==> src/rtl/trig_seq_ctrl_pkg.sv <==
`default_nettype none
// ============================================================================
// trig_seq_pkg : shared states, default widths and timing constants
// Rev 1.0
// ============================================================================
package trig_seq_pkg;

  localparam int N_CH_DEF  = 8;
  localparam int DUR_W_DEF = 11;
  localparam int DEL_W_DEF = 21;
  localparam int REP_W_DEF = 16;
  localparam int PER_W_DEF = 24;

  localparam int BLANK_CYC = 2;
  localparam int ARM_CYC   = 2;
  // Cycles from leaving WAIT/GAP to the next FIRE: CLR + ARM_CYC + FIRE.
  localparam int LEAD_CYC  = 1 + ARM_CYC + 1;
  localparam int PH_W      = 2;

  typedef enum logic [2:0] {
    IDLE = 3'd0,
    CLR  = 3'd1,
    ARM  = 3'd2,
    FIRE = 3'd3,
    WAIT = 3'd4,
    GAP  = 3'd5,
    DONE = 3'd6
  } state_e;

endpackage
`default_nettype wire

==> src/rtl/trig_seq_ctrl_if.sv <==
`default_nettype none
// ============================================================================
// trig_seq_ctrl_if : sequencer <-> trigger channel bank signals
// Rev 1.0
// ============================================================================
interface trig_seq_ctrl_if #(
  parameter int N_CH  = trig_seq_pkg::N_CH_DEF,
  parameter int DUR_W = trig_seq_pkg::DUR_W_DEF,
  parameter int DEL_W = trig_seq_pkg::DEL_W_DEF
);
  logic [N_CH-1:0]       ch_rst;
  logic [N_CH-1:0]       ch_mark;
  logic [N_CH-1:0]       ch_go;
  logic [N_CH-1:0]       ch_stop;
  logic [N_CH*DUR_W-1:0] ch_dur;
  logic [N_CH*DEL_W-1:0] ch_del;
  logic [N_CH-1:0]       ch_done;

  modport master (
    output ch_rst, ch_mark, ch_go, ch_stop, ch_dur, ch_del,
    input  ch_done
  );

  modport slave (
    input  ch_rst, ch_mark, ch_go, ch_stop, ch_dur, ch_del,
    output ch_done
  );
endinterface
`default_nettype wire

==> src/rtl/trig_seq_ctrl_timer.sv <==
`default_nettype none
// ============================================================================
// trig_period_timer : loadable down-counter, saturating at 0, with zero flag
// Rev 1.0
// ============================================================================
module trig_period_timer
  import trig_seq_pkg::*;
#(
  parameter int W = PER_W_DEF
) (
  input  logic         clk,
  input  logic         rst_n,
  input  logic         load_i,
  input  logic [W-1:0] load_val_i,
  output logic         zero_o
);

  logic [W-1:0] cnt_q;

  always_ff @(posedge clk or negedge rst_n) begin
    if (!rst_n) begin
      cnt_q <= '0;
    end else if (load_i) begin
      cnt_q <= load_val_i;
    end else if (cnt_q != '0) begin
      cnt_q <= cnt_q - 1'b1;
    end
  end

  assign zero_o = (cnt_q == '0);

endmodule
`default_nettype wire

==> src/rtl/trig_seq_ctrl.sv <==
`default_nettype none
// ============================================================================
// trig_seq_ctrl : fires every enabled trigger channel together, repeated per period
// Rev 1.0
// ============================================================================
module trig_seq_ctrl
  import trig_seq_pkg::*;
#(
  parameter int N_CH  = N_CH_DEF,
  parameter int DUR_W = DUR_W_DEF,
  parameter int DEL_W = DEL_W_DEF,
  parameter int REP_W = REP_W_DEF,
  parameter int PER_W = PER_W_DEF
) (
  input  logic                    clk,
  input  logic                    rst_n,
  input  logic                    cfg_we_i,
  input  logic [$clog2(N_CH)-1:0] cfg_ch_i,
  input  logic [DUR_W-1:0]        cfg_dur_i,
  input  logic [DEL_W-1:0]        cfg_del_i,
  input  logic [N_CH-1:0]         ch_en_i,
  input  logic [REP_W-1:0]        rep_cnt_i,
  input  logic [PER_W-1:0]        period_i,
  input  logic                    start_i,
  input  logic                    abort_i,
  trig_seq_ctrl_if.master         ch,
  output logic                    busy_o,
  output logic                    seq_done_o,
  output logic [REP_W-1:0]        shots_o,
  output logic                    overrun_o
);

  state_e           state_q, state_d;
  logic [N_CH-1:0]  en_q, en_d, rst_q, rst_d, mark_q, mark_d;
  logic [N_CH-1:0]  go_q, go_d, stop_q, stop_d;
  logic [REP_W-1:0] rep_q, rep_d, shots_q, shots_d;
  logic [PER_W-1:0] per_q, per_d;
  logic [PH_W-1:0]  ph_q, ph_d;
  logic             busy_q, busy_d, done_q, done_d, ovr_q, ovr_d, zero_prev_q;
  logic             w_tmr_load, w_tmr_zero;
  logic [PER_W-1:0] w_load_val;

  logic [DUR_W-1:0]      dur_q [N_CH];
  logic [DEL_W-1:0]      del_q [N_CH];
  logic [N_CH*DUR_W-1:0] w_dur_pk;
  logic [N_CH*DEL_W-1:0] w_del_pk;

  always_ff @(posedge clk) begin
    if (cfg_we_i && state_q == IDLE) begin
      dur_q[cfg_ch_i] <= cfg_dur_i;
      del_q[cfg_ch_i] <= cfg_del_i;
    end
  end

  always_comb begin
    w_dur_pk = '0;
    w_del_pk = '0;
    for (int i = 0; i < N_CH; i++) begin
      w_dur_pk[i*DUR_W +: DUR_W] = dur_q[i];
      w_del_pk[i*DEL_W +: DEL_W] = del_q[i];
    end
  end

  // Expire LEAD_CYC cycles early so the CLR/ARM lead-in lands the next FIRE
  // exactly one period after the previous one.
  assign w_load_val = (per_q > PER_W'(LEAD_CYC)) ? (per_q - PER_W'(LEAD_CYC + 1)) : '0;

  trig_period_timer #(.W(PER_W)) u_tmr (
    .clk        (clk),
    .rst_n      (rst_n),
    .load_i     (w_tmr_load),
    .load_val_i (w_load_val),
    .zero_o     (w_tmr_zero)
  );

  always_comb begin
    state_d    = state_q;
    en_d       = en_q;
    rep_d      = rep_q;
    per_d      = per_q;
    ph_d       = ph_q;
    shots_d    = shots_q;
    ovr_d      = ovr_q;
    stop_d     = '0;
    done_d     = 1'b0;
    w_tmr_load = 1'b0;
    case (state_q)
      IDLE: if (start_i && !abort_i) begin
        en_d    = ch_en_i;
        rep_d   = (rep_cnt_i == '0) ? REP_W'(1) : rep_cnt_i;
        per_d   = period_i;
        shots_d = '0;
        ovr_d   = 1'b0;
        if (ch_en_i == '0) done_d = 1'b1;
        else               state_d = CLR;
      end
      CLR: begin
        ph_d    = PH_W'(ARM_CYC - 1);
        state_d = ARM;
      end
      ARM: if (ph_q != '0) ph_d = ph_q - 1'b1;
           else            state_d = FIRE;
      FIRE: begin
        w_tmr_load = 1'b1;
        ph_d       = PH_W'(BLANK_CYC);
        state_d    = WAIT;
      end
      WAIT: if (ph_q != '0) begin
        ph_d = ph_q - 1'b1;
      end else if ((ch.ch_done & en_q) == en_q) begin
        shots_d = shots_q + 1'b1;
        if (shots_d == rep_q) begin
          state_d = DONE;
        end else if (w_tmr_zero) begin
          // Expiring exactly now is still on time; only an earlier expiry is late.
          state_d = CLR;
          ovr_d   = ovr_q | zero_prev_q;
        end else begin
          state_d = GAP;
        end
      end
      GAP:  if (w_tmr_zero) state_d = CLR;
      DONE: state_d = IDLE;
      default: state_d = IDLE;
    endcase
    if (abort_i && state_q != IDLE) begin
      state_d = IDLE;
      shots_d = shots_q;
      ovr_d   = ovr_q;
      stop_d  = en_q;
    end
    if (state_d == DONE) done_d = 1'b1;
    busy_d = (state_d != IDLE);
    rst_d  = busy_d ? ~en_d : '1;
    mark_d = (state_d inside {ARM, FIRE, WAIT}) ? en_d : '0;
    go_d   = (state_d inside {FIRE, WAIT}) ? en_d : '0;
  end

  always_ff @(posedge clk or negedge rst_n) begin
    if (!rst_n) begin
      state_q     <= IDLE;
      en_q        <= '0;
      rep_q       <= '0;
      per_q       <= '0;
      ph_q        <= '0;
      shots_q     <= '0;
      ovr_q       <= 1'b0;
      busy_q      <= 1'b0;
      done_q      <= 1'b0;
      rst_q       <= '1;
      mark_q      <= '0;
      go_q        <= '0;
      stop_q      <= '0;
      zero_prev_q <= 1'b0;
    end else begin
      state_q     <= state_d;
      en_q        <= en_d;
      rep_q       <= rep_d;
      per_q       <= per_d;
      ph_q        <= ph_d;
      shots_q     <= shots_d;
      ovr_q       <= ovr_d;
      busy_q      <= busy_d;
      done_q      <= done_d;
      rst_q       <= rst_d;
      mark_q      <= mark_d;
      go_q        <= go_d;
      stop_q      <= stop_d;
      zero_prev_q <= w_tmr_zero;
    end
  end

  assign ch.ch_rst  = rst_q;
  assign ch.ch_mark = mark_q;
  assign ch.ch_go   = go_q;
  assign ch.ch_stop = stop_q;
  assign ch.ch_dur  = w_dur_pk;
  assign ch.ch_del  = w_del_pk;
  assign busy_o     = busy_q;
  assign seq_done_o = done_q;
  assign shots_o    = shots_q;
  assign overrun_o  = ovr_q;

endmodule
`default_nettype wire
==> src/flat_wrapper.sv <==
// flat-port wrapper written by rule: the top's interface ports become plain ports
module trig_seq_ctrl_flat import trig_seq_pkg::*;
#(
  parameter int N_CH  = N_CH_DEF,
  parameter int DUR_W = DUR_W_DEF,
  parameter int DEL_W = DEL_W_DEF,
  parameter int REP_W = REP_W_DEF,
  parameter int PER_W = PER_W_DEF
)
  (clk, rst_n, cfg_we_i, cfg_ch_i, cfg_dur_i, cfg_del_i, ch_en_i, rep_cnt_i, period_i, start_i, abort_i, busy_o, seq_done_o, shots_o, overrun_o, ch_ch_rst, ch_ch_mark, ch_ch_go, ch_ch_stop, ch_ch_dur, ch_ch_del, ch_ch_done);
  trig_seq_ctrl_if #(.N_CH(N_CH), .DUR_W(DUR_W), .DEL_W(DEL_W)) ch_i ();
  input  logic clk;
  input  logic rst_n;
  input  logic cfg_we_i;
  input  logic [$clog2(N_CH)-1:0] cfg_ch_i;
  input  logic [DUR_W-1:0] cfg_dur_i;
  input  logic [DEL_W-1:0] cfg_del_i;
  input  logic [N_CH-1:0] ch_en_i;
  input  logic [REP_W-1:0] rep_cnt_i;
  input  logic [PER_W-1:0] period_i;
  input  logic start_i;
  input  logic abort_i;
  output logic busy_o;
  output logic seq_done_o;
  output logic [REP_W-1:0] shots_o;
  output logic overrun_o;
  output wire logic [$bits(ch_i.ch_rst)-1:0] ch_ch_rst;
  output wire logic [$bits(ch_i.ch_mark)-1:0] ch_ch_mark;
  output wire logic [$bits(ch_i.ch_go)-1:0] ch_ch_go;
  output wire logic [$bits(ch_i.ch_stop)-1:0] ch_ch_stop;
  output wire logic [$bits(ch_i.ch_dur)-1:0] ch_ch_dur;
  output wire logic [$bits(ch_i.ch_del)-1:0] ch_ch_del;
  input wire logic [$bits(ch_i.ch_done)-1:0] ch_ch_done;
  assign ch_ch_rst = ch_i.ch_rst;
  assign ch_ch_mark = ch_i.ch_mark;
  assign ch_ch_go = ch_i.ch_go;
  assign ch_ch_stop = ch_i.ch_stop;
  assign ch_ch_dur = ch_i.ch_dur;
  assign ch_ch_del = ch_i.ch_del;
  assign ch_i.ch_done = ch_ch_done;
  trig_seq_ctrl #(.N_CH(N_CH), .DUR_W(DUR_W), .DEL_W(DEL_W), .REP_W(REP_W), .PER_W(PER_W)) u_core (.clk(clk), .rst_n(rst_n), .cfg_we_i(cfg_we_i), .cfg_ch_i(cfg_ch_i), .cfg_dur_i(cfg_dur_i), .cfg_del_i(cfg_del_i), .ch_en_i(ch_en_i), .rep_cnt_i(rep_cnt_i), .period_i(period_i), .start_i(start_i), .abort_i(abort_i), .ch(ch_i), .busy_o(busy_o), .seq_done_o(seq_done_o), .shots_o(shots_o), .overrun_o(overrun_o));
endmodule
==> config.mk <==
export PLATFORM = sky130hd
export DESIGN_NAME = trig_seq_ctrl_flat
export DESIGN_NICKNAME = d
export VERILOG_FILES = /design/src/rtl/trig_seq_ctrl_pkg.sv /design/src/rtl/trig_seq_ctrl_if.sv /design/src/rtl/trig_seq_ctrl_timer.sv /design/src/rtl/trig_seq_ctrl.sv /design/src/flat_wrapper.sv
export SDC_FILE = /design/constraint.sdc
export NUM_CORES = 1
export LEC_CHECK = 0
export CAP_MARGIN = 20
export CORE_AREA = 4 4 158 275
export DETAILED_ROUTE_END_ITERATION = 16
export DIE_AREA = 0 0 162 279
export RECOVER_POWER = 100
export SLEW_MARGIN = 5
export SYNTH_ARGS = -nofsm -noshare
export SYNTH_HDL_FRONTEND = slang
export SYNTH_SLANG_ARGS = --single-unit
==> constraint.sdc <==
create_clock -name clk -period 5.9 [get_ports clk]
set_clock_uncertainty 0.15 [all_clocks]
set_input_delay 0.59 -clock clk [delete_from_list [all_inputs] [get_ports clk]]
set_output_delay 0.59 -clock clk [all_outputs]
set_load 0.02 [all_outputs]
Word-level counts from Yosys, hierarchy flattened
Memory sizes are Yosys's and may differ from the RTL's.
Cells that the tools add are included.
- register bits: 129
- latch bits: 0
- bits in writable memories: 256
- memory bits (read-only): 0
- input bits: 96
- word-level logic and storage cells: 104
- memories kept: 2
- memories (name ; depth ; bits a word ; rd ports ; clocked after Yosys merged registers in ; wr ports ; line ; RTL):
    u_core.del_q ; 8 ; 21 ; 8 ; 0 ; 1 ; trig_seq_ctrl.sv:44 ; logic [DEL_W-1:0] del_q [N_CH];
    u_core.dur_q ; 8 ; 11 ; 8 ; 0 ; 1 ; trig_seq_ctrl.sv:43 ; logic [DUR_W-1:0] dur_q [N_CH];
- $add $sub $neg: 4
- multiply operators: 0
- divide/modulo/power cells: 0
- order comparisons: 1
- equality and inequality tests: 17
- shift operators: 0
- muxes and demuxes: 39
- bitwise gates (word level): 4
- reduce and logical (&&, ||, !) cells: 22
- operators by type and width (operator ; count):
    2-to-1 mux 24 bit ; 3
    2-to-1 mux 16 bit ; 4
    2-to-1 mux 8 bit ; 6
    one-hot mux 16 bit (2 select lines) ; 1
    2-to-1 mux 3 bit ; 9
    greater-than comparator 24 x 3 -> 1 bit, second input constant ; 1
    logical NOT 24 bit ; 1
    nonzero test 24 bit ; 1
    subtractor 24 x 1 -> 24 bit, second input constant ; 1
    subtractor 24 x 3 -> 24 bit, second input constant ; 1
    one-hot mux 3 bit (6 select lines) ; 1
    adder 16 x 1 -> 16 bit, second input constant ; 1
    == test 16 bit ; 1
    logical NOT 16 bit ; 1
    == test 3 x 2 -> 1 bit, second input constant ; 4
    == test 3 bit, second input constant ; 4
    2-to-1 mux 1 bit ; 12
    nonzero test 3 bit ; 4
    bitwise AND 8 bit ; 1
    == test 8 bit ; 1
    logical NOT 8 bit ; 1
    NOT 8 bit ; 1
    nonzero test 2 bit ; 4
    AND reduction 7 bit ; 1
    other kinds (15) ; 22

Depth between registers and ports, before layout
Gate-level depths: netlist (run 1).
- depth in word-level cells: 10
- mapped depth: 10

Modules after synthesis
A second synthesis (run 1) with hierarchy kept.
- cell total of the unflattened synthesis: 958
- area, all modules: 14590.2 µm²
- modules (own cells, without submodules) (module ; times used ; cells each ; area each (µm²) ; sequential area each (µm²)):
    trig_seq_ctrl ; 1 ; 794 ; 13083.8 ; 10324.9
    trig_period_timer ; 1 ; 164 ; 1506.4 ; 600.6

Least setup slack after synthesis (run 1)
No wires, ideal clock.
- kind: reg2reg
- start: register u_core.state_q[1]
- end: memory u_core.del_q[1][0] in the netlist's numbering (enable)
- library setup time: 0.461 ns
- arrival time: 3.647 ns
- data required time: 5.289 ns
- setup slack: 1.642 ns
- stages on the path, launching flop included: 5
- period minus slack after synthesis: 4.258 ns
- cell sequence: dfrtp_1 buf_1 nor3_1 nand3_1 nor3_1
- cells in the longest elaborated chain, start to end: 4
- RTL lines (what ; line ; RTL):
    start, declared ; trig_seq_ctrl.sv:33 ; state_e state_q, state_d;
    start signal, assigned ; trig_seq_ctrl.sv:156 ; state_q <= state_d;
    logical NOT 3 bit ; trig_seq_ctrl.sv:49 ; if (cfg_we_i && state_q == IDLE) begin
    logical AND 1 bit ; trig_seq_ctrl.sv:49 ;
    2-to-1 mux 1 bit ; trig_seq_ctrl.sv:49 ;
    2-to-1 mux 1 bit (implied by the code) ; trig_seq_ctrl.sv:51 ; del_q[cfg_ch_i] <= cfg_del_i;
    end, declared ; trig_seq_ctrl.sv:44 ;
Every way passes these cells.

Worst setup path after layout (run 1)
- start: register u_core.state_q[2]
- end: memory u_core.del_q[1][10] in the netlist's numbering (enable)
The elaborated chain is that of the path after synthesis.

==> results of run 1 <==
[synth_stat cells, drive strengths merged, types with 12 or more instances]
cell / n / area (um2)
nand2: 29 / 114
mux2: 39 / 439
nand2b: 17 / 106
nor2: 62 / 235
or3: 12 / 80.1
nor4: 13 / 81.3
inv: 26 / 97.6
o21ai: 37 / 185
dfrtp: 121 / 3030
clkbuf: 19 / 71.3
nor3: 32 / 165
nand3: 18 / 103
edfxtp: 256 / 7690
a21oi: 37 / 185
xor2: 24 / 210
xnor2: 35 / 307
[sequential cells by signal, indices dropped and copies added, names as in the netlist, 2 cells and up]
name                count
u_core.en_q             8
u_core.ch.ch_stop       8
u_core.state_q          3
u_core.ch.ch_go         8
u_core.del_q          168
u_core.dur_q           88
u_core.u_tmr.cnt_q     24
u_core.ch.ch_rst        8
u_core.per_q           24
u_core.shots_o         16
u_core.rep_q           16
u_core.ph_q             2
u_core.ch.ch_mark       8
[stage by stage]
step / hold WS (ns) / std cells / util
floorplan: 0.144 / 905 / -
global placement: 0.340 / 1842 / 0.460
detailed placement: 0.353 / 1847 / 0.462
CTS: 0.0215 / 1911 / 0.490
global route: 0.390 / 1913 / 0.485
finish: 0.365 / 1914 / 0.485
[cells in the final DEF (no fill, tap or decap), types with 4 or more instances in the layout]
master           count
inv_1               26
or4_1                7
mux2_2              39
buf_4                5
o22ai_1              8
nor2_1              62
bufinv_16            4
mux2i_1             10
xnor2_1             35
nand4_1             10
a22oi_1              7
a21oi_1             37
nor3_1              31
o41ai_1              6
dfstp_2              8
o31ai_1              7
nand3_1             18
clkbuf_1            14
o21ai_0             34
nor4_1              13
clkinv_1             7
clkbuf_16           36
dlygate4sd3_1      340
edfxtp_1           256
or3_1               11
xor2_1              24
ha_1                 5
nand2b_1            17
clkinv_2             8
clkdlybuf4s50_1     61
dfrtp_1            121
nand2_1             27
[cell type report]
class                      count  share of cell area
antenna                        1            0.000125
clock buffer                  43              0.0477
clock inverter                21              0.0108
inverter                      28             0.00530
multi-input combinational    465               0.154
sequential                   385               0.544
tap                          555              0.0346
timing repair buffer         416               0.204
[worst max path at each step]
stage | slack (ns) | depth (start not counted) | startpoint | to
after floorplan | 1.64 | 4 | u_core.state_q[1]$_DFF_PN0_ | u_core.del_q[1][0]$_DFFE_PP_
after global placement | 2.65 | 7 | abort_i | u_core.shots_o[15]$_DFFE_PN0P_
after detailed placement | 2.55 | 7 | abort_i | u_core.shots_o[15]$_DFFE_PN0P_
after CTS | 2.83 | 7 | u_core.ph_q[0]$_DFFE_PN0P_ | u_core.shots_o[15]$_DFFE_PN0P_
after global routing | 1.31 | 5 | u_core.state_q[2]$_DFF_PN0_ | u_core.del_q[1][4]$_DFFE_PP_
final | 1.63 | 5 | u_core.state_q[2]$_DFF_PN0_ | u_core.del_q[1][10]$_DFFE_PP_
[metal layers]
metal	global-route usage	wire length (um)	vias up
met1	0.168	12700	4510
li1	-	-	4237
met4	0.0740	1850	4
met2	0.313	21100	380
met5	0	27	-
met3	0.0380	2720	97
[logic make-up after synthesis]
| group | after synthesis | synth area share |
|---|---|---|
| DFF | 385 | 0.764 |
| xor gates and xnor gates | 59 | 0.0361 |
| AOI/OAI and AO/OA | 130 | 0.0586 |
| buffers and inverters | 55 | 0.0158 |
| and+or+nand+nor | 222 | 0.0831 |
| adders and majority gates | 5 | 0.00438 |
| muxes | 49 | 0.0377 |
[worst min-delay path, cell delays in order, from the launching register on]
cell	delay (ns)
dfrtp_1	0.36
nand2_1	0.05
o21ai_0	0.07
[report_power, final]
part,switching (mW),internal [mW]
Combinational,0.828,0.667
Clock,0.979,1.34
Sequential,0.284,3.29
==> results.ini, run 1 <==
[finish]
nFillCells = 3690
multi_input_area_um2 = 3090
nets = 1433
drive_above_1_share = 0.0884
synthToLayoutAreaGrowth_pct = 40.5
ff_latch_area_um2 = 10900
finalInstanceArea_um2 = 20100

[placement]
gp_congestion = 0.844
hpwl_um = 28200
place_area_um2 = 19100
place_ws_ns = 2.55
io_buffers = 402

[synth]
syn_area_um2 = 14300
ys_seq_area_frac = 0.764
postSynthCellCount = 905
synthFlopType = edfxtp_1
async_flop_share = 0.335
yosysWarnings = 0
syn_area_per_cell_um2 = 15.8
synth_cell_types = 72
synth_edf_count = 256
syn_nets = 1006
ys_ff_latch = 385

[timing]
relSlewSlack = -1.38
fin_crit_ns = 4.27
rsz0062_at_grt = no
slew_viol_final = 236
tightestPinTransition_ns = 3.58
hold_viol_final = 0
tns_ns = 0
timing.fmax_mhz = 234
setup_slack_ns = 1.63
finalCritPeriodShare = 0.725
setup_violations = 0

[clock_network]
cts_tree = done
cts_sinks = 385
clkSlewWorstSetupHoldPaths_ns = 0.07
cts_hold_buf = 0
cts_root_buffer = clkbuf_16
clk_path_buf_depth = 3
post_cts_buffers = 0
numCtsBuffers = 36
clk_latency_ns = 0.53
post_cts_resized = 0
htreeDepth = 2

[detailed_routing]
via_per_inst = 4.82
initialDrtViolationCount = 581
drtAntennaViolNets = 0
drt_first_pass_iters = 5
vias = 9228
drcViolationCount = 0
wl_per_cell_um = 20.1
routed_wl_um = 38400

[die]
rows = 99
start_util = 0.346
ios = 403
core_um2 = 41400
die_area_um2 = 45200
die_x_um = 162
die_y_um = 279

[hold_path]
min_path_type = reg2reg
min_from = u_core.rep_q[0]$_DFFE_PN0P_
hold_depth = 2
hold_end = u_core.rep_q[0]$_DFFE_PN0P_

[worst_setup_path]
cp.required_ns = 5.86
cp-start-kind = flop
worstPathArrival_ns = 4.23
worst-path-buf-inv = 2
r2r_setup_slack_ns = 1.63
crit_path_max_fanout = 26
r2r_end = u_core.del_q[1][10]$_DFFE_PP_
regToRegStartpoint = u_core.state_q[2]$_DFF_PN0_
cp_top_family = buffers and inverters
r2r_cells = 5
critical_path.cell_chain = nor3_1 > clkbuf_1 > nand3_1 > nor3_1 > clkbuf_1
worst-setup-path-type = reg2reg
max_stage_delay_ns = 1.42
worst_path_max_delay_cell = clkbuf_1
crit_path_end_kind = flop

[global_routing]
grt_max_degree = 67
grt_pass1_wl_um = 57600
antenna_found_initial = 3
gr-total-overflow = 0
grt_pass1_vias = 9569
grt_usage = 0.164

[run]
drv_cap = 8

[power_and_ir_drop]
leakage_nw = 7.44
total_power_mw = 7.39
vdd_drop_max_mv = 0.191
p_per_area_nw_per_um2 = 368

[status]
violations = max-capacitance violations, max-slew violations
outcome = finished with violations

Power figures use the tool's default switching activity.
==> inputs of run 2 (changes only) <==
==> constraint.sdc (replaced) <==
create_clock -name clk -period 3.91 [get_ports clk]
set_clock_uncertainty 0.15 [all_clocks]
set_input_delay 0.391 -clock clk [delete_from_list [all_inputs] [get_ports clk]]
set_output_delay 0.391 -clock clk [all_outputs]
set_load 0.02 [all_outputs]
==> run 2 against run 1 <==
Effect of this change: the flow finishes with violations (max-slew violations); die area unchanged; sequential power is 51% higher; core utilization is 0.66 points higher; sequential share of layout area shrank 0.73 points; register-to-register slack worse by 1.0 ns; sequential cell count unchanged; critical path depth unchanged.
==> results.ini, run 2 (synthesis gave the netlist of run 1 again) <==
[status]
outcome = finished with violations
violations = max-slew violations

[placement]
io_buffers = 402
place_ws_ns = 0.711
place_inst = 1851
gp_congestion = 0.824
place_area_um2 = 19100
hpwl_um = 27700

[detailed_routing]
wl_per_cell_um = 19.9
vias = 9194
initialDrtViolationCount = 382
drt_first_pass_iters = 5
via_per_inst = 4.79
routed_wl_um = 38200
drtAntennaViolNets = 0
drcViolationCount = 0

[timing]
setup_violations = 0
timing.fmax_mhz = 303
slew_viol_final = 108
fin_crit_ns = 3.30
hold_viol_final = 0
tightestPinTransition_ns = 1.52
setup_slack_ns = 0.609
finalCritPeriodShare = 0.844
relSlewSlack = -0.0118
rsz0062_at_grt = no
tns_ns = 0
holdWs_ns = 0.332

[finish]
regMostFlops = u_core.del_q
drive_above_1_share = 0.105
mostFrequentLayoutCells = 340 x dlygate4sd3_1, 256 x edfxtp_1, 121 x dfrtp_1, 62 x clkdlybuf4s50_1, 56 x nor2_1
post-route-util = 0.492
top_regs = u_core.del_q x168, u_core.dur_q x88
synthToLayoutAreaGrowth_pct = 42.4
layout_commonest_cell = dlygate4sd3_1
final_cells = 1921
diodes = 0
nFillCells = 3611
nets = 1438
largest_reg_flops = 168
finalInstanceArea_um2 = 20400

[worst_setup_path]
r2r_end = u_core.del_q[2][13]$_DFFE_PP_
max_stage_delay_ns = 0.87
crit_path_end_kind = flop
r2r_setup_slack_ns = 0.61
cp.required_ns = 3.90
worst-setup-path-type = reg2reg
cp-start-kind = flop
crit_path_max_fanout = 32
r2r_cells = 5
worstPathArrival_ns = 3.29
regToRegStartpoint = u_core.state_q[2]$_DFF_PN0_
critical_path.cell_chain = nor3_1 > clkbuf_1 > nand3b_1 > nor2_4 > clkbuf_2
worst_path_max_delay_cell = clkbuf_2

[clock_network]
cts_root_buffer = clkbuf_16
clkSlewWorstSetupHoldPaths_ns = 0.06
clk_latency_ns = 0.52
htreeDepth = 2
clk_path_buf_depth = 3
numCtsBuffers = 38
post_cts_resized = 0
cts_sinks = 385
post_cts_buffers = 0
cts_tree = done

[global_routing]
grt_pass1_wl_um = 56900
grt_max_degree = 109
gr-total-overflow = 0
antenna_found_initial = 1
grt_pass1_vias = 9503
grt_usage = 0.163

[hold_path]
hold_end = u_core.per_q[18]$_DFFE_PN0P_
hold_depth = 2
min_path_type = in2reg
min_from = period_i[18]

[die]
rows = 99
die_area_um2 = 45200
ios = 403
start_util = 0.346
core_um2 = 41400
die_y_um = 279
die_x_um = 162

[power_and_ir_drop]
leakage_nw = 7.55
vdd_drop_max_mv = 0.385
p_per_area_nw_per_um2 = 562
total_power_mw = 11.4

[run]
drv_cap = 0

run 2: how the worst max path moves through the flow:
stage / start / end / slack [ns] / cells past startpoint
finish: u_core.state_q[2]$_DFF_PN0_ / u_core.del_q[2][13]$_DFFE_PP_ / 0.61 / 5
global route: u_core.state_q[2]$_DFF_PN0_ / u_core.del_q[7][13]$_DFFE_PP_ / 0.38 / 5
CTS: u_core.ph_q[0]$_DFFE_PN0P_ / u_core.shots_o[6]$_DFFE_PN0P_ / 0.93 / 7
detailed placement: abort_i / u_core.shots_o[6]$_DFFE_PN0P_ / 0.71 / 7
global placement: abort_i / u_core.shots_o[15]$_DFFE_PN0P_ / 0.81 / 7
floorplan: u_core.state_q[1]$_DFF_PN0_ / u_core.del_q[7][0]$_DFFE_PP_ / 0.50 / 4
run 2: critical path: cells and delay by family, from the launching register on:
family	cells	cell delay, ns
flops	1	0.59
buf+inv	2	1.27
simple gates	3	0.87
run 2: report_power, final:
group / internal [mW] / leakage, nW / switching [mW]
registers: 4.96 / 3.93 / 0.427
logic: 1.03 / 2.97 / 1.25
clock network: 2.24 / 0.636 / 1.53
run 2: cell type report:
class	instances	area, um2	area share
clock buffers	47	1040	0.0509
clock inverters	22	279	0.0137
inverters	28	110	0.00541
multi-input cells	465	3170	0.156
flip-flops and latches	385	10900	0.537
well taps	555	694	0.0341
repair buffers	419	4150	0.204
run 2: repair_timing:
action	CTS	global route
hold buffers	1	0
endpoints found under the setup margin	0	0
hold endpoints to repair	21	0
run 2: routing by layer:
layer | track usage | up-vias | wire length, um
li1 | - | 4255 | -
met1 | 0.167 | 4472 | 13100
met2 | 0.314 | 390 | 20900
met3 | 0.0359 | 75 | 2610
met4 | 0.0677 | 2 | 1500
met5 | 0 | - | 13
